<file path="src/rtl/fp_pkg.sv">
// Shared single-precision field definitions, helpers and the subtractor state type.
// FP_SUB_ROUND_EN adds the ROUND state for round-to-nearest-even.
package fp_pkg;

    localparam int unsigned FP_W   = 32;
    localparam int unsigned EXP_W  = 8;
    localparam int unsigned MANT_W = 23;
    localparam int unsigned SIG_W  = MANT_W + 1;
    // Working mantissa: carry, 24-bit significand, guard, round, sticky.
    localparam int unsigned WORK_W = SIG_W + 4;
    localparam logic [EXP_W-1:0] EXP_MAX = 8'hFF;

`ifdef FP_SUB_ROUND_EN
    typedef enum logic [2:0] {
        IDLE   = 3'd0,
        ALIGN  = 3'd1,
        ADDSUB = 3'd2,
        NORM   = 3'd3,
        ROUND  = 3'd4,
        DONE   = 3'd5
    } state_e;
`else
    typedef enum logic [2:0] {
        IDLE   = 3'd0,
        ALIGN  = 3'd1,
        ADDSUB = 3'd2,
        NORM   = 3'd3,
        DONE   = 3'd5
    } state_e;
`endif

    function automatic logic [EXP_W-1:0] fp_exp(input logic [FP_W-1:0] x);
        return x[FP_W-2 -: EXP_W];
    endfunction

    function automatic logic [MANT_W-1:0] fp_mant(input logic [FP_W-1:0] x);
        return x[MANT_W-1:0];
    endfunction

    function automatic logic fp_is_zero(input logic [FP_W-1:0] x);
        return (x[FP_W-2:0] == '0);
    endfunction

    function automatic logic [FP_W-1:0] fp_pack(input logic             sign,
                                                input logic [EXP_W-1:0]  exp,
                                                input logic [MANT_W-1:0] mant);
        return {sign, exp, mant};
    endfunction

endpackage

</file>
<file path="src/rtl/fp_align_shifter.sv">
// Combinational alignment shifter: 24-bit significand right-shifted by an 8-bit
// amount, with guard/round/sticky of the bits shifted out.
module fp_align_shifter
    import fp_pkg::*;
(
    input  logic [SIG_W-1:0] sig_i,
    input  logic [EXP_W-1:0] amt_i,
    output logic [SIG_W-1:0] sig_o,
    output logic [2:0]       grs_o
);

    localparam int unsigned FRAC_W = SIG_W + 2;
    localparam int unsigned WIDE_W = SIG_W + FRAC_W;

    logic [WIDE_W-1:0] wide;

    // Shifts up to FRAC_W keep every bit inside wide; beyond that only sticky survives.
    always_comb begin
        wide  = '0;
        sig_o = '0;
        grs_o = '0;
        if (amt_i <= EXP_W'(FRAC_W)) begin
            wide  = {sig_i, FRAC_W'(0)} >> amt_i[4:0];
            sig_o = wide[WIDE_W-1 -: SIG_W];
            grs_o = {wide[FRAC_W-1], wide[FRAC_W-2], |wide[FRAC_W-3:0]};
        end else begin
            grs_o = {2'b00, |sig_i};
        end
    end

endmodule

</file>
<file path="src/rtl/fp_subtractor_seq.sv">
// Multi-cycle IEEE-754 single-precision subtractor (result = a - b) with
// valid/ready on both sides; FP_SUB_ROUND_EN enables round-to-nearest-even.
module fp_subtractor_seq
    import fp_pkg::*;
#(
    parameter int unsigned N = 32
) (
    input  logic         clk,
    input  logic         rst_n,
    input  logic [N-1:0] a,
    input  logic [N-1:0] b,
    input  logic         in_valid,
    output logic         in_ready,
    output logic [N-1:0] result,
    output logic         out_valid,
    input  logic         out_ready
);

`ifdef FP_SUB_ROUND_EN
    localparam bit     ROUND_EN = 1'b1;
    localparam state_e LEAVE_ST = ROUND;
`else
    localparam bit     ROUND_EN = 1'b0;
    localparam state_e LEAVE_ST = DONE;
`endif

    state_e             state_q, state_d;
    logic [N-1:0]       a_q, a_d, b_q, b_d;
    logic               sign_q, sign_d;
    logic [EXP_W-1:0]   exp_q, exp_d;
    logic [SIG_W-1:0]   sig_l_q, sig_l_d, sig_s_q, sig_s_d;
    logic [2:0]         grs_s_q, grs_s_d;
    logic [WORK_W-1:0]  work_q, work_d;
    logic [N-1:0]       result_q, result_d;
    logic               in_ready_q, out_valid_q;

    logic               a_ge_b;
    logic [N-1:0]       op_l, op_s;
    logic [SIG_W-1:0]   sig_sh;
    logic [2:0]         grs_sh, grs_used;
    logic [EXP_W-1:0]   exp_inc;
    logic               leave;

    // Magnitude ordering; b_q already carries the flipped sign.
    assign a_ge_b   = (a_q[N-2:0] >= b_q[N-2:0]);
    assign op_l     = a_ge_b ? a_q : b_q;
    assign op_s     = a_ge_b ? b_q : a_q;
    assign grs_used = ROUND_EN ? grs_sh : 3'b000;
    assign exp_inc  = exp_q + 8'd1;

    fp_align_shifter u_align (
        .sig_i (SIG_W'({1'b1, fp_mant(op_s)})),
        .amt_i (fp_exp(op_l) - fp_exp(op_s)),
        .sig_o (sig_sh),
        .grs_o (grs_sh)
    );

`ifdef FP_SUB_ROUND_EN
    logic               rnd_up;
    logic [SIG_W:0]     rnd_sum;
    assign rnd_up  = work_q[2] & (work_q[1] | work_q[0] | work_q[3]);
    assign rnd_sum = {1'b0, work_q[WORK_W-2:3]} + (SIG_W+1)'(rnd_up);
`endif

    always_comb begin
        state_d  = state_q;
        a_d      = a_q;
        b_d      = b_q;
        sign_d   = sign_q;
        exp_d    = exp_q;
        sig_l_d  = sig_l_q;
        sig_s_d  = sig_s_q;
        grs_s_d  = grs_s_q;
        work_d   = work_q;
        result_d = result_q;
        leave    = 1'b0;
        case (state_q)
            IDLE: begin
                if (in_valid) begin
                    a_d     = a;
                    b_d     = {~b[N-1], b[N-2:0]};
                    state_d = ALIGN;
                end
            end
            ALIGN: begin
                if (fp_is_zero(b_q)) begin
                    result_d = a_q;
                    state_d  = DONE;
                end else if (fp_is_zero(a_q)) begin
                    result_d = b_q;
                    state_d  = DONE;
                end else begin
                    sign_d  = op_l[N-1];
                    exp_d   = fp_exp(op_l);
                    sig_l_d = {1'b1, fp_mant(op_l)};
                    sig_s_d = sig_sh;
                    grs_s_d = grs_used;
                    state_d = ADDSUB;
                end
            end
            ADDSUB: begin
                if (a_q[N-1] == b_q[N-1]) begin
                    work_d = {1'b0, sig_l_q, 3'b000} + {1'b0, sig_s_q, grs_s_q};
                end else begin
                    work_d = {1'b0, sig_l_q, 3'b000} - {1'b0, sig_s_q, grs_s_q};
                end
                state_d = NORM;
            end
            // One normalisation step per cycle.
            NORM: begin
                if (work_q[WORK_W-1]) begin
                    work_d = {1'b0, work_q[WORK_W-1:2], |work_q[1:0]};
                    exp_d  = exp_inc;
                    if (exp_inc == EXP_MAX) begin
                        result_d = fp_pack(sign_q, EXP_MAX, '0);
                        state_d  = DONE;
                    end else begin
                        leave = 1'b1;
                    end
                end else if (work_q[WORK_W-2:0] == '0) begin
                    result_d = '0;
                    state_d  = DONE;
                end else if (work_q[WORK_W-2]) begin
                    leave = 1'b1;
                end else if (exp_q == 8'd1) begin
                    result_d = '0;
                    state_d  = DONE;
                end else begin
                    work_d = {work_q[WORK_W-2:0], 1'b0};
                    exp_d  = exp_q - 8'd1;
                end
            end
`ifdef FP_SUB_ROUND_EN
            ROUND: begin
                if (rnd_sum[SIG_W]) begin
                    result_d = (exp_inc == EXP_MAX) ? fp_pack(sign_q, EXP_MAX, '0)
                                                    : fp_pack(sign_q, exp_inc, rnd_sum[MANT_W:1]);
                end else begin
                    result_d = fp_pack(sign_q, exp_q, rnd_sum[MANT_W-1:0]);
                end
                state_d = DONE;
            end
`endif
            DONE: begin
                if (out_ready) begin
                    state_d = IDLE;
                end
            end
            default: state_d = IDLE;
        endcase

        if (leave) begin
            state_d = LEAVE_ST;
`ifndef FP_SUB_ROUND_EN
            result_d = fp_pack(sign_q, exp_d, work_d[WORK_W-3 -: MANT_W]);
`endif
        end
    end

    always_ff @(posedge clk or negedge rst_n) begin
        if (!rst_n) begin
            state_q     <= IDLE;
            a_q         <= '0;
            b_q         <= '0;
            sign_q      <= 1'b0;
            exp_q       <= '0;
            sig_l_q     <= '0;
            sig_s_q     <= '0;
            grs_s_q     <= '0;
            work_q      <= '0;
            result_q    <= '0;
            in_ready_q  <= 1'b1;
            out_valid_q <= 1'b0;
        end else begin
            state_q     <= state_d;
            a_q         <= a_d;
            b_q         <= b_d;
            sign_q      <= sign_d;
            exp_q       <= exp_d;
            sig_l_q     <= sig_l_d;
            sig_s_q     <= sig_s_d;
            grs_s_q     <= grs_s_d;
            work_q      <= work_d;
            result_q    <= result_d;
            in_ready_q  <= (state_d == IDLE);
            out_valid_q <= (state_d == DONE);
        end
    end

    assign in_ready  = in_ready_q;
    assign out_valid = out_valid_q;
    assign result    = result_q;

endmodule

</file>
<file path="config.mk">
export PLATFORM = sky130hd
export DESIGN_NAME = fp_subtractor_seq
export DESIGN_NICKNAME = d
export VERILOG_FILES = /design/src/rtl/fp_pkg.sv /design/src/rtl/fp_align_shifter.sv /design/src/rtl/fp_subtractor_seq.sv
export SDC_FILE = /design/constraint.sdc
export NUM_CORES = 1
export LEC_CHECK = 0
export ABC_AREA = 1
export CAP_MARGIN = 20
export CELL_PAD_IN_SITES_DETAIL_PLACEMENT = 2
export CELL_PAD_IN_SITES_GLOBAL_PLACEMENT = 2
export CORE_UTILIZATION = 35
export CTS_BUF_LIST = sky130_fd_sc_hd__clkbuf_8
export CTS_CLUSTER_SIZE = 16
export DETAILED_ROUTE_END_ITERATION = 10
export GPL_ROUTABILITY_DRIVEN = 0
export PLACE_DENSITY = 0.95
export SKIP_LAST_GASP = 1
export SLEW_MARGIN = 20
export SYNTH_ARGS = -nofsm -noshare
export SYNTH_HDL_FRONTEND = slang
export SYNTH_SLANG_ARGS = --single-unit
</file>
<file path="constraint.sdc">
create_clock -name clk -period 3.95 [get_ports clk]
set_input_delay 0.5925 -clock clk [delete_from_list [all_inputs] [get_ports clk]]
set_output_delay 0.5925 -clock clk [all_outputs]
set_load 0.05 [all_outputs]
</file>
==> out/summary.md <==
• **status** finished, violations left
• **violations in the final reports** capacitance limit, slew limit, setup timing
• **horizontal die dimension** 198 um
• **number of I/O pins** 102
• **share of synthesized flip-flops with an asynchronous set or reset** 100%
• **upper clock frequency limit** 0.208 GHz
• **DR WL/cell** 39.2 um
• **transition at the pin with the smallest max-transition slack** 1.78 ns
• **XOR/XNOR Fraction of Synth Area** 2.47%
• **CTS tree** built
• **fraction of the mapped netlist area in compound gates** 16.2%
• **highest fanout seen on the critical path** 5
• **mux share of post-synthesis cell area** 1.84%
• **DRC** 0
• **post-route insts no fill** 2,661
• **crit-path cells** nor3_4 > nor3b_4 > inv_2 > nor4_4 > nand2_2 > nor2_4 > nand3_4 > nand2_1 > xor2_1 > ha_2 > a21oi_2 > o21ai_1 > a21oi_2 > nand3_4 > a31o_4 > a21oi_2 > o21ai_1 > nand3_1 > nand2_2 > a21oi_4
• **Synth Area in Adders** 5.82%
• **clock latency on the worst-skew pair** 0.65 ns
• **total via count in the routed design** 18,600
• **cell at the root of the clock tree** clkbuf_8
• **unrepaired setup endpoints after global routing** true
• **Total GRT Usage** 43.7%
• **Most common cell on crit path** a21oi_2
• **Clock Skews** 0.0556 ns
• **Inserted Clock Buffers** 17
• **number of buffers and inverters on the critical path** 1
• **headroom to the max-slew limit** -20.2%
• **distinct cell type count of the synthesized netlist** 50
• **DRT Pass-1 Iters** 6
• **Worst Hold Slack** 0.0187 ns
• **Final Hold Vio Count** 0
• **share of layout cells above drive strength 1** 17.5%
• **register bit total from synthesis** 186
• **vertical extent of the die** 198 um
• **Min-Delay Path Class** in2async
• **Placed Area** 15,400 um^2
• **slowest stage delay, CP** 0.61 ns
• **Final Setup Violations** 72
• **Max-Cap Viols** 1
• **dominant combinational cell family by area after synthesis** simple AND/OR/NAND/NOR gates
• **number of H-tree levels** 4
• **sum of overflow across all layers after global routing** 0
• **Layout Nets** 2,256
• **number of design-rule violations left by the first detailed-router iteration** 2,210
• **number of buffers added on ports** 101
• **core area** 37,800 um^2
• **pin count of the biggest net entering global routing** 86
• **hold-fix buffers at CTS** 0
• **number of enable flip-flop cells after synthesis** 0
• **final worst-path setup slack** -0.849 ns
• **arrival time reported for the critical path endpoint** 5.36 ns
• **CTS Sinks** 186
• **CTS clk-pin slew, worst paths** 0.15 ns
• **data required time at the worst endpoint** 4.52 ns
• **area of the die** 39,300 um^2
• **Simple-Gate Fraction of Synth Area** 31.6%
• **signed area change from the synthesized netlist to the final layout** 27.2%
• **Synth Instances** 1,972
• **finished layout cell area** 17,100 um^2
• **Cell Area, Synth** 13,500 um^2
• **sequential area share after synthesis** 34.6%
• **FP Rows** 71
• **startpoint class of the critical path** flip-flop
• **min cycle time layout** 4.80 ns
• **standard cell with the maximum stage delay on the critical path** xor2_1
• **Yosys Warn Count** 0
• **total routed wirelength** 104 mm
• **antenna violations before repair** 21
• **vias in the first global route** 18,700
• **Longest Clk Path Bufs** 2
• **Worst setup EP type** flip-flop
• **Final Slew Violations** 2
• **commonest register cell after synthesis** dfrtp_1
• **global-route wire length before repair** 125 mm
• **routed vias/inst** 6.98
• **HPWL after detailed placement** 54.9 mm
• **antenna viol nets, final** 0
• **synthesized area per cell** 6.83 um^2
• **post-route clock period utilization** 121%
• **Crit Path Category** reg2reg
• **net count after synthesis** 2,102
• **number of cells after detailed placement** 2,566
• **Initial Utilization** 35.7%
• **category of cells accounting for the largest share of critical-path delay** simple AND/OR/NAND/NOR gates
==> cell families (layout without fill, tap and decap cells) <==
logic type / after synthesis / in the layout
mux: 22 / 22
fa+ha+maj: 62 / 62
compound gates: 399 / 399
other cells: 0 / 11
simple gates: 1010 / 1010
xor+xnor: 38 / 38
buf+inv: 255 / 422
flops: 186 / 186
==> area by class of cell <==
type	instances	area, um^2
flip-flops and latches	186	4680
repair buffers	221	2060
clock inverters	15	158
fillers	4273	20600
diodes	11	27.5
inverters	169	641
clock buffers	17	234
well taps	511	639
multi-input cells	1531	8690
==> per-stage QoR <==
step                      setup WS, ns  setup TNS [ns]  util [%]
after global routing            -0.918          -23.12      45.3
final                           -0.849          -25.14      45.4
after detailed placement        -0.771           -4.70      40.7
after CTS                      0.00309               0      42.3
after global placement          0.0954               0      40.7
after floorplan                  0.530               0         -
==> timing repair <==
action / in CTS / in global routing
setup buffers: 8 / 42
gates cloned: 0 / 2
endpoints found under the hold margin: 0 / 0
pin swaps: 5 / 51
resized for setup: 41 / 189
endpoints found under the setup margin: 24 / 56
==> path summary, 6_finish.rpt <==
path	start	endpoint	slack (ns)	cells past startpoint
setup reg to reg	sig_s_q[2]	result[22]	-0.85	20
hold / removal	rst_n	b_q[28]	0.02	1
hold reg to reg	result[1]	result[1]	0.49	2
setup / recovery	sig_s_q[2]	result[22]	-0.85	20
min in group clk	result[1]	result[1]	0.49	2
max in group asynchronous	rst_n	sig_l_q[13]	2.85	2
==> layout by cell type, fill, tap and decap left out, types with 15 or more instances in the layout <==
cell type | Yosys | layout
ha_4 | 0 | 20
xor2_1 | 28 | 22
dfrtp_2 | 0 | 22
inv_2 | 5 | 18
dfrtp_1 | 185 | 163
nor4_1 | 21 | 18
o21ai_0 | 150 | 135
nand2_1 | 547 | 518
nor2_1 | 196 | 180
clkdlybuf4s50_1 | 0 | 100
a21oi_2 | 0 | 18
mux2_2 | 22 | 22
nand2_2 | 5 | 29
o21ai_1 | 12 | 20
nand3_1 | 183 | 173
nand4_1 | 15 | 15
clkbuf_8 | 0 | 18
inv_1 | 162 | 148
o211ai_1 | 34 | 34
buf_4 | 2 | 106
a21oi_1 | 165 | 146
ha_1 | 61 | 32
==> per-layer routing <==
metal  global-route usage [%]  up-vias  routed length (um)
li1                         -     6858                   -
met1                     47.3     9069               33800
met2                     70.8     1725               44600
met3                     13.2      902               12800
met4                     35.3       24               12700
met5                    0.639        -                 390
==> Yosys cell counts (2+ instances only) <==
| cell type | number | area share [%] |
|---|---|---|
| nand2_1 | 547 | 15 |
| nor2_1 | 196 | 5.5 |
| dfrtp_1 | 185 | 34 |
| nand3_1 | 183 | 6.8 |
| a21oi_1 | 165 | 6.1 |
| inv_1 | 162 | 4.5 |
| o21ai_0 | 150 | 5.6 |
| ha_1 | 61 | 5.7 |
| clkbuf_1 | 57 | 1.6 |
| o211ai_1 | 34 | 1.9 |
| xor2_1 | 28 | 1.8 |
| mux2_2 | 22 | 1.8 |
| nor4_1 | 21 | 0.98 |
| nor3_1 | 20 | 0.74 |
| nand4_1 | 15 | 0.70 |
| buf_2 | 14 | 0.52 |
| o21ai_1 | 12 | 0.45 |
| buf_1 | 10 | 0.28 |
| xnor2_1 | 10 | 0.65 |
| o22ai_1 | 7 | 0.33 |
| o221ai_1 | 6 | 0.39 |
| a31oi_1 | 5 | 0.23 |
| inv_2 | 5 | 0.14 |
| nand2_2 | 5 | 0.23 |
| o21bai_1 | 5 | 0.28 |
| nand3_2 | 4 | 0.30 |
| nor2_4 | 4 | 0.33 |
| or2_2 | 4 | 0.19 |
| a21o_1 | 3 | 0.17 |
| and2_1 | 3 | 0.14 |
| buf_6 | 3 | 0.25 |
| a211oi_1 | 2 | 0.11 |
| buf_4 | 2 | 0.11 |
| nand2_4 | 2 | 0.17 |
| nand3b_1 | 2 | 0.11 |
| nor2_2 | 2 | 0.093 |
| o22a_1 | 2 | 0.13 |
| o31ai_1 | 2 | 0.11 |
==> sequential cells by signal, summed over array words and instances (netlist names), 3 cells and up <==
register / flops
a_q: 32
exp_q: 8
sig_l_q: 24
b_q: 32
work_q: 28
state_q: 3
sig_s_q: 24
result: 32
Power is left out: the tool's default activity adds up to more than one toggle a clock period on the data nets, which glitch-free logic cannot reach.
